### src/rtl/wasm_operand_stack.sv
// Operand stack for the WebAssembly core: PUSH, POP, fused BINOP (pop two, push one) with sticky traps.
// Optional `second` output (entry below top) is enabled by defining OPSTACK_SECOND_EN.
module wasm_operand_stack #(
    parameter int WIDTH = 64,
    parameter int DEPTH = 16
) (
    input  logic                         clk,
    input  logic                         reset,
    input  logic [1:0]                   op,
    input  logic [WIDTH-1:0]             data_in,
    output logic [WIDTH-1:0]             top,
    output logic                         empty,
    output logic                         full,
    output logic [$clog2(DEPTH+1)-1:0]   count,
`ifdef OPSTACK_SECOND_EN
    output logic [WIDTH-1:0]             second,
`endif
    output logic [2:0]                   trap
);

    localparam int CW = $clog2(DEPTH + 1);
    localparam int AW = $clog2(DEPTH);

    localparam logic [1:0] OP_NOP   = 2'd0;
    localparam logic [1:0] OP_PUSH  = 2'd1;
    localparam logic [1:0] OP_POP   = 2'd2;
    localparam logic [1:0] OP_BINOP = 2'd3;

    localparam logic [2:0] TRAP_NONE      = 3'd0;
    localparam logic [2:0] TRAP_OVERFLOW  = 3'd4;
    localparam logic [2:0] TRAP_UNDERFLOW = 3'd5;

    logic [WIDTH-1:0] mem_r [DEPTH];

    logic [CW-1:0]    count_r;
    logic [WIDTH-1:0] top_r;
    logic [WIDTH-1:0] second_r;
    logic [2:0]       trap_r;
    logic             empty_r;
    logic             full_r;

    logic [CW-1:0]    count_nxt_s;
    logic [WIDTH-1:0] top_nxt_s;
    logic [WIDTH-1:0] second_nxt_s;
    logic [2:0]       trap_nxt_s;
    logic             wr_en_s;
    logic [AW-1:0]    wr_idx_s;
    logic [AW-1:0]    third_idx_s;
    logic [WIDTH-1:0] third_s;

    // Entry two below the top; becomes the new `second` after POP or BINOP.
    always_comb begin
        third_idx_s = count_r[AW-1:0] - AW'(3);
        if (count_r >= CW'(3)) begin
            third_s = mem_r[third_idx_s];
        end else begin
            third_s = '0;
        end
    end

    // Next-state decode; top/second are kept as shadow registers so outputs stay registered.
    always_comb begin
        count_nxt_s  = count_r;
        top_nxt_s    = top_r;
        second_nxt_s = second_r;
        trap_nxt_s   = trap_r;
        wr_en_s      = 1'b0;
        wr_idx_s     = '0;
        if (trap_r == TRAP_NONE) begin
            case (op)
                OP_NOP: begin
                    count_nxt_s = count_r;
                end
                OP_PUSH: begin
                    if (full_r) begin
                        trap_nxt_s = TRAP_OVERFLOW;
                    end else begin
                        wr_en_s      = 1'b1;
                        wr_idx_s     = count_r[AW-1:0];
                        count_nxt_s  = count_r + CW'(1);
                        top_nxt_s    = data_in;
                        second_nxt_s = top_r;
                    end
                end
                OP_POP: begin
                    if (empty_r) begin
                        trap_nxt_s = TRAP_UNDERFLOW;
                    end else begin
                        count_nxt_s  = count_r - CW'(1);
                        top_nxt_s    = second_r;
                        second_nxt_s = third_s;
                    end
                end
                OP_BINOP: begin
                    if (count_r < CW'(2)) begin
                        trap_nxt_s = TRAP_UNDERFLOW;
                    end else begin
                        wr_en_s      = 1'b1;
                        wr_idx_s     = count_r[AW-1:0] - AW'(2);
                        count_nxt_s  = count_r - CW'(1);
                        top_nxt_s    = data_in;
                        second_nxt_s = third_s;
                    end
                end
                default: begin
                    count_nxt_s = count_r;
                end
            endcase
        end else begin
            trap_nxt_s = trap_r;
        end
    end

    // Storage array; contents are don't-care after reset since count gates every read.
    always_ff @(posedge clk) begin
        if (wr_en_s) begin
            mem_r[wr_idx_s] <= data_in;
        end
    end

    // Stack pointer, shadow top/second, flags and sticky trap.
    always_ff @(posedge clk or negedge reset) begin
        if (!reset) begin
            count_r  <= '0;
            top_r    <= '0;
            second_r <= '0;
            trap_r   <= TRAP_NONE;
            empty_r  <= 1'b1;
            full_r   <= 1'b0;
        end else begin
            count_r  <= count_nxt_s;
            top_r    <= top_nxt_s;
            second_r <= second_nxt_s;
            trap_r   <= trap_nxt_s;
            empty_r  <= (count_nxt_s == CW'(0));
            full_r   <= (count_nxt_s == CW'(DEPTH));
        end
    end

    assign top   = top_r;
    assign empty = empty_r;
    assign full  = full_r;
    assign count = count_r;
    assign trap  = trap_r;
`ifdef OPSTACK_SECOND_EN
    assign second = second_r;
`endif

endmodule

### config.mk
export PLATFORM = sky130hd
export DESIGN_NAME = wasm_operand_stack
export DESIGN_NICKNAME = d
export VERILOG_FILES = /design/src/rtl/wasm_operand_stack.sv
export SDC_FILE = /design/constraint.sdc
export NUM_CORES = 1
export LEC_CHECK = 0
export ABC_AREA = 1
export CAP_MARGIN = 20
export CORE_UTILIZATION = 62
export CTS_BUF_LIST = sky130_fd_sc_hd__clkbuf_16
export CTS_CLUSTER_DIAMETER = 100
export CTS_CLUSTER_SIZE = 25
export DETAILED_ROUTE_END_ITERATION = 8
export PLACE_DENSITY = 0.8
export SLEW_MARGIN = 0
export SYNTH_ARGS = -nofsm -noshare
export SYNTH_HDL_FRONTEND = slang
export SYNTH_SLANG_ARGS = --single-unit
### constraint.sdc
create_clock -name clk -period 10.2 [get_ports clk]
set_input_delay 2.55 -clock clk [delete_from_list [all_inputs] [get_ports clk]]
set_output_delay 2.55 -clock clk [all_outputs]
set_load 0.005 [all_outputs]
**Word level (Yosys, flattened, before mapping)**

Memories as Yosys holds them, arrays and structs flattened.
Index checks and enable logic that the tools add are counted.

- RAM bits: 1024
- Output and inout bits: 74
- Logic and storage cells: 57
- Register bits after elaboration: 138
- Bits in latches: 0
- Bits in read-only memories: 0
- Memories kept: 1
- Input bits: 68

- Bitwise logic cells: 0
- Divide/modulo/power cells: 0
- Muxes and demuxes: 28
- Add/sub/neg operators: 4
- $mul: 0
- Eq/ne operators: 10
- Order comparisons: 2
- Shifts and indexed selects: 0
- Reduce and logical (&&, ||, !) cells: 6

Memories:

| memory | depth | width | read ports | clocked after Yosys merged registers in | write ports | RTL line | source |
|---|---|---|---|---|---|---|---|
| mem_r | 16 | 64 | 1 | 0 | 1 | 33 | `logic [WIDTH-1:0] mem_r [DEPTH];` |

Operators with widths:

| operator | count |
|---|---|
| $mux 64 | 7 |
| $pmux 64 s3 | 2 |
| $mux 5 | 4 |
| $pmux 5 s4 | 1 |
| $mux 4 | 3 |
| $ne 2x2->1 const B | 6 |
| $reduce_and 5->1 | 2 |
| $mux 3 | 3 |
| $pmux 3 s3 | 1 |
| $pmux 4 s2 | 1 |
| $sub 4x2->4 const B | 2 |
| $add 5x1->5 const B | 1 |
| $eq 5x5->1 const B | 1 |
| $ge 5x2->1 const B | 1 |
| $logic_not 5->1 | 1 |
| $lt 5x2->1 const B | 1 |
| $mux 1 | 5 |
| $sub 5x1->5 const B | 1 |
| $eq 2x2->1 const B | 2 |
| $logic_not 3->1 | 1 |
| $reduce_bool 3->1 | 1 |
| $eq 2x1->1 const B | 1 |
| $logic_not 2->1 | 1 |
| $pmux 1 s2 | 1 |

**Logic depth before layout (Yosys ltp)**

Gate-level depths: netlist of run 1.

- Word-level depth: 6
- Mapped depth: 15
- Depth with buffers taken out: 13

**Least setup slack after synthesis of run 1**

No wires, ideal clock.

- Path type: input to register
- Start point: in op[0]
- End point: mem mem_r[3][0] (enable)
- Arrival time: 6.046 ns
- Data required time: 9.714 ns
- Slack: 3.668 ns
- Cell stages on the path: 8
- Path through: inv_2 > nor2_2 > nand2_1 > a21oi_1 > o21ai_0 > inv_1 > nand2_1 > nor2_1

- Longest elaborated chain between the ends: 5
- Elaborated cells on any way between the ends: 8
- Classes of those cells: eq/ne: 2; mux: 6

RTL lines:

| what | RTL line | source |
|---|---|---|
| start: declaration | 9 | `input logic [1:0] op,` |
| $eq 2x2->1 or $eq 2x1->1 (tied branches) | 70 | `case (op)` |
| $pmux 1 s2 | 70 |  |
| $mux 1 | 69 | `if (trap_r == TRAP_NONE) begin` |
| $mux 1 | 116 | `if (wr_en_s) begin` |
| $mux 1 (not written as such) | 117 | `mem_r[wr_idx_s] <= data_in;` |
| end: declaration | 33 |  |

Parallel ways exist; a longest one is shown, timed or not.

**Worst setup path after layout of run 1**

- Start point: in op[0]
- End point: reg top_r[21] (netlist: top[21])

- Longest elaborated chain between the ends: 3
- Elaborated cells on any way between the ends: 9
- Classes of those cells: eq/ne: 6; mux: 1; reduce/logical: 2

RTL lines:

| what | RTL line | source |
|---|---|---|
| $eq 2x2->1 or $eq 2x1->1 (tied branches) | 70 |  |
| $ne 2x2->1 (no source line) or $reduce_bool 3->1 (tied branches) | -- |  |
| $reduce_and 5->1 (no source line) | -- |  |
| end signal: assignment | 132 | `top_r <= top_nxt_s;` |
| end: declaration | 36 | `logic [WIDTH-1:0] top_r;` |

Parallel ways exist; a longest one is shown, timed or not.
A chain may end at the register's enable or synchronous reset.

==> results of run 1 <==
[final cells by class]
| type | count | area (µm²) | share of cell area, % |
|---|---|---|---|
| multi-input combinational | 2748 | 12560 | 23.07 |
| timing repair buffer | 185 | 1861 | 3.416 |
| sequential | 1161 | 34180 | 62.76 |
| inverter | 795 | 3014 | 5.534 |
| tap | 1060 | 1326 | 2.435 |
| clock inverter | 45 | 191.4 | 0.3515 |
| clock buffer | 53 | 1326 | 2.435 |
[worst min-delay path, cell delays in order, from the launching register on]
cell and delay (ns):
dfrtp_1 0.36, nor2_1 0.05, a21oi_1 0.10
[layout by cell type (no fill, tap or decap), drive strengths merged]
master         Yosys  final
a21oi            132    132
a22o               1      1
a31oi             65     65
buf              194     47
clkbuf            82     53
clkdlybuf4s50      0    138
clkinv             1      3
conb               1      1
dfrtp            136    136
dfstp              1      1
edfxtp          1024   1024
ha                 8      8
inv              794    837
nand2           1399   1399
nand3            717    717
nand4              2      2
nor2             158    158
o211ai            63     63
o21ai              8      8
o21bai             1      1
o22ai              2      2
or2              189    189
xor2               2      2
[power groups by stage]
stage / clock network, mW / logic [mW] / registers, mW
final: 2.38 / 0.158 / 5.17
after global routing: 2.56 / 0.167 / 5.17
after CTS: 2.40 / 0.154 / 5.16
after detailed placement: 0 / 0.154 / 5.27
after global placement: 0 / 0.149 / 5.27
after floorplan: 0 / 0.0314 / 5.27
[metrics by stage]
step / setup slack [ns] / hold WS (ns) / instances / util [%] / instance area, µm²
after floorplan: 3.668 / 0.4947 / 4980 / - / 50940
after detailed placement: 2.910 / 0.5181 / 5944 / 65.27 / 52830
after global placement: 2.969 / 0.5081 / 5943 / 65.24 / 52810
after CTS: 3.594 / 0.5403 / 6042 / 67.14 / 54340
after global routing: 3.227 / 0.5551 / 6047 / 67.29 / 54470
final: 3.367 / 0.5405 / 6047 / 67.29 / 54470
[per-layer routing]
| layer | part of all wire (%) | wire length (µm) | track usage [%] |
|---|---|---|---|
| met1 | 39 | 48100 | 41.30 |
| met2 | 48 | 58530 | 48.74 |
| met3 | 10 | 12420 | 3.973 |
| met4 | 2.8 | 3446 | 9.197 |
| met5 | 0 | 0 | 0 |
[flip-flops by register name (all words and copies together), names as in the netlist]
signal,count
empty,1
full,1
trap,2
second_r,64
top,64
mem_r,1024
count,5
[cells by family after synthesis]
| logic type | synth area share [%] |
|---|---|
| compound gates | 3.178 |
| xor+xnor | 0.03439 |
| fa+ha+maj | 0.1965 |
| buf+inv | 8.581 |
| flops | 67.09 |
| other cells | 0.007361 |
| simple gates | 20.91 |
[how the worst min path moves through the flow]
| stage | to | slack, ns | cells after the start |
|---|---|---|---|
| floorplan | second_r[0] | 0.49 | 2 |
| global placement | second_r[33] | 0.51 | 2 |
| detailed placement | second_r[33] | 0.52 | 2 |
| CTS | second_r[33] | 0.54 | 2 |
| global route | second_r[33] | 0.56 | 2 |
| finish | second_r[33] | 0.54 | 2 |
==> results.cfg, run 1 <==
[floorplanning]
fp-row-count = 104
fp.dieW_um = 288.7
core_area_um2 = 80940
ios = 142
die_h_um = 288.7
start_util_pct = 62.94
dieArea_um2 = 83320

[setup_path]
crit_path_start_kind = input port
crit_path_max_incr_delay_ns = 0.85
crit_arrival_ns = 7.31
cpLargestDelayFamily = buffers and inverters
reg2reg_to = second_r[61]
setup.worst_path.start = op[0]
rr_worst_depth = 10
endpoint_kind = flip-flop
crit_path_max_fanout = 97
crit_chain = clkdlybuf4s50_1 -> clkinv_2 -> nand2_4 -> buf_4 -> nor2_1 -> nor2_2 -> nand3_4 -> inv_6 -> buf_4 -> a31oi_1
reg2reg_from = count[0]
crit_slowest_cell = buf_4
reg2reg_slack_ns = 5.63
criticalPathCategory = input port to flip-flop
crit_cells = 10
cp.required_ns = 10.67
critPathBufInv = 5
crit_end = top[21]
cp_common_cell = buf_4

[grt]
track_usage_pct = 29.58
grt-ovfl-total = 0
antenna_found_initial = 0
grt_pass1_vias = 33464
grt_max_degree = 235
grt_pass1_wl_mm = 188.7

[clock_network]
h-tree-depth = 2
cts_resized = 0
cts_hold_buf = 0
cts_buffers = 52
post_cts_buffers = 0
clk_latency_ns = 0.66
cts_tree = built
cts_root_buf = clkbuf_16
clk_pin_slew_worst_paths_ns = 0.10
clkSinkCount = 1161
clockBufferDepth = 3

[pwr]
design_power_total_mw = 7.704
sequentialPowerShare_pct = 67.0
p_sw_share_pct = 20.09
combPwrFrac_pct = 2.0
switchingPower_mw = 1.547
vdd_drop_max_mv = 0.1664
p_int_mw = 6.156
power.density_nw_per_um2 = 141.4
p_leak_nw = 23.36
clock_power_share_pct = 30.9

[detailed_routing]
ant_nets = 0
drc = 0
avgViaCountPerCell = 5.749
vias = 34765
wl_per_cell_um = 20.26
dr.pass1.iters = 8
finalWirelength_mm = 122.5
drt_iter0_drc = 4263

[timing]
fin_skew_ns = 0.01784
rsz0062_at_grt = no
finalSetupViolCount = 0
final_max_slew_viol_count = 0
finalCriticalPeriod_ns = 6.833
max-slew-margin-rel_pct = 21.93
tightest_slew_ns = 1.171
finalCritPeriodShare_pct = 66.99
hold_viol = 0
fmax_mhz = 146.4
fin_setup_tns_ns = 0

[final_layout]
drive_above_1_share_pct = 6.637
fillers = 5814
n_antenna_cell = 0
fin_nets = 5019
area_growth_syn_to_layout_pct = 6.914

[yosys]
netlist_area_um2 = 50940
synth-seq-area-share_pct = 67.09
synth_top_cell_area_share_pct = 60.36
yosys-top-cells-count = 1399 x nand2_1, 1024 x edfxtp_1, 788 x inv_1
synth_top_cell_by_area = edfxtp_1
ys_async_sr_fraction_pct = 11.80
ys_ff_latch = 1161
synth-edff-count = 1024
synthDistinctLibCells = 32
synth_flop_cell = edfxtp_1
synth.most_common_cell = nand2_1
synth_fp_nets = 5056
yosys_warnings = 0
netlist_top_cells_area = edfxtp_1 60%, nand2_1 10%, nand3_1 7.0%, dfrtp_1 6.7%, inv_1 5.8%
avgSynthCellArea_um2 = 10.23
synthCells = 4980

[flow_run]
maxCapViolations = 0

[place]
dp_hpwl_mm = 66.04
routabilityCongestion = 0.8116
portBuffers = 140

[hold_path]
hold_path.class = flip-flop to flip-flop
hp-start = second_r[33]

[run_status]
run_status = finished clean
Note: power is estimated with default switching activity, not from simulation.
==> inputs of run 2 (changes only) <==
Settings changed: CORE_UTILIZATION 62 to 56, PLACE_DENSITY 0.8 to 0.76.
Clock period 10.2 ns to 5.5 ns, I/O delays scaled along.
==> run 2 against run 1 <==
  * Clock-buffer cell count did not move
  * Final area up 0.60%
  * Critical path depth did not move
  * Clock skew rose by 0.015 ns
  * Clock power is 86% higher
  * Sequential share of layout area is 0.38 points lower
  * Routed wire length grew 3.7%
  * Hold slack worse by 0.0017 ns
  * Worst setup slack got worse by 1.8 ns
  * Critical path type unchanged
==> results.cfg, run 2 (synthesis results as in run 1) <==
[run_status]
run_status = finished clean

[flow_run]
maxCapViolations = 0

[setup_path]
critPathBufInv = 4
cpLargestDelayFamily = simple AND/OR/NAND/NOR gates
crit_path_max_fanout = 34
crit_chain = clkdlybuf4s50_1 -> clkinv_2 -> nor2_2 -> nand2_1 -> a21oi_1 -> o21ai_0 -> inv_1 -> nand2_1 -> nor2_4 -> buf_12
crit_path_max_incr_delay_ns = 0.61
cp_common_cell = nand2_1
endpoint_kind = flip-flop
criticalPathCategory = input port to flip-flop
crit_arrival_ns = 4.24
crit_slowest_cell = nor2_4
cp.required_ns = 5.83
crit_path_start_kind = input port

[final_layout]
mostFrequentLayoutCell = nand2_1
largest_reg_flops = 1024
n_antenna_cell = 0
final_cell_mix = 1396 x nand2_1, 1024 x edfxtp_1, 828 x inv_1, 716 x nand3_1, 189 x or2_2
largest-register = mem_r
fin_nets = 5037
area_growth_syn_to_layout_pct = 7.557
fillers = 7056
finish.utilization_pct = 60.87
drive_above_1_share_pct = 6.973

[pwr]
sequentialPowerShare_pct = 66.9
vdd_drop_max_mv = 0.2396
power.density_nw_per_um2 = 261.3
design_power_total_mw = 14.32
switchingPower_mw = 2.899
p_leak_nw = 23.46
clock_power_share_pct = 30.9
p_sw_share_pct = 20.25
p_int_mw = 11.42
combPwrFrac_pct = 2.2

[timing]
finalSetupViolCount = 0
whs_ns = 0.5388
finalCriticalPeriod_ns = 3.909
finalCritPeriodShare_pct = 71.08
fmax_mhz = 255.8
fin_ws_ns = 1.591
fin_setup_tns_ns = 0
tightest_slew_ns = 1.312
fin_skew_ns = 0.03255
rsz0062_at_grt = no
hold_viol = 0
final_max_slew_viol_count = 0
max-slew-margin-rel_pct = 12.52

[detailed_routing]
dr.pass1.iters = 6
avgViaCountPerCell = 5.593
ant_nets = 0
drc = 0
finalWirelength_mm = 127.0
wl_per_cell_um = 20.54
drt_iter0_drc = 4169
vias = 34569

[grt]
grt_max_degree = 197
antenna_found_initial = 1
grt_pass1_wl_mm = 194.3
grt_pass1_vias = 33329
track_usage_pct = 27.37
grt-ovfl-total = 0

[floorplanning]
dieArea_um2 = 92180
core_area_um2 = 90010
fp.dieW_um = 303.6
die_h_um = 303.6
start_util_pct = 56.60
ios = 142
fp-row-count = 110

[clock_network]
clk_latency_ns = 0.66
clk_pin_slew_worst_paths_ns = 0.10
clkSinkCount = 1161
cts_root_buf = clkbuf_16
h-tree-depth = 2
clockBufferDepth = 3
cts_tree = built
cts_buffers = 52
post_cts_buffers = 0
cts_resized = 0
cts_hold_buf = 0

[place]
portBuffers = 140
dp_hpwl_mm = 71.68
routabilityCongestion = 0.8157
dp_slack_ns = 0.9481

[hold_path]
hold_path.class = flip-flop to flip-flop
## run 2: changes by cell type in the layout (fill, tap and decap cells not counted), sizes merged
cell,delta
buf,+18
## run 2: power groups by stage
stage	Combinational, mW	Sequential, mW	Clock, mW
after floorplan	0.0582	9.78	0
after global placement	0.300	9.78	0
after detailed placement	0.308	9.78	0
after CTS	0.309	9.58	4.47
after global routing	0.329	9.58	4.75
final	0.314	9.58	4.42
## run 2: layout make-up
type | instances | area (µm²) | share of cell area, %
clock buffer | 53 | 1326 | 2.420
clock inverter | 45 | 191.4 | 0.3494
inverter | 795 | 3014 | 5.501
multi-input combinational | 2748 | 12560 | 22.93
sequential | 1161 | 34180 | 62.38
tap | 1176 | 1471 | 2.685
timing repair buffer | 203 | 2043 | 3.729
## run 2: worst register-to-register path, delay by kind of cell (launching register included)
kind	cells	cell delay, ns
DFF	1	0.86
and+or+nand+nor	6	0.80
buffers and inverters	2	1.85
AOI/OAI and AO/OA	1	0.16
## run 2: stage by stage
step | std cells | instance area [µm²]
6_report | 6181 | 54790
2_1_floorplan | 4980 | 50940
3_5_place_dp | 6082 | 53250
4_1_cts | 6180 | 54770
3_3_place_gp | 6082 | 53250
5_1_grt | 6181 | 54790
## run 2: path summary, 6_finish.rpt
path                                   start           end  slack (ns)  cells past startpoint
max in group asynchronous              reset      count[0]        3.66                      2
min in group asynchronous              reset  second_r[33]        0.67                      1
worst min register to register  second_r[27]  second_r[27]        0.54                      2
worst max-delay path                   op[0]  mem_r[3][24]        1.59                     10
worst min-delay path            second_r[27]  second_r[27]        0.54                      2
worst max register to register      count[0]  second_r[49]        1.78                      9
## run 2: layer usage
layer / vias to the layer above / share of wire [%] / global-route usage, %
met5: - / 0.010 / 0
met4: 2 / 3.4 / 9.385
met3: 247 / 10 / 5.036
met2: 1718 / 46 / 43.32
met1: 16527 / 40 / 38.33
li1: 16075 / - / -
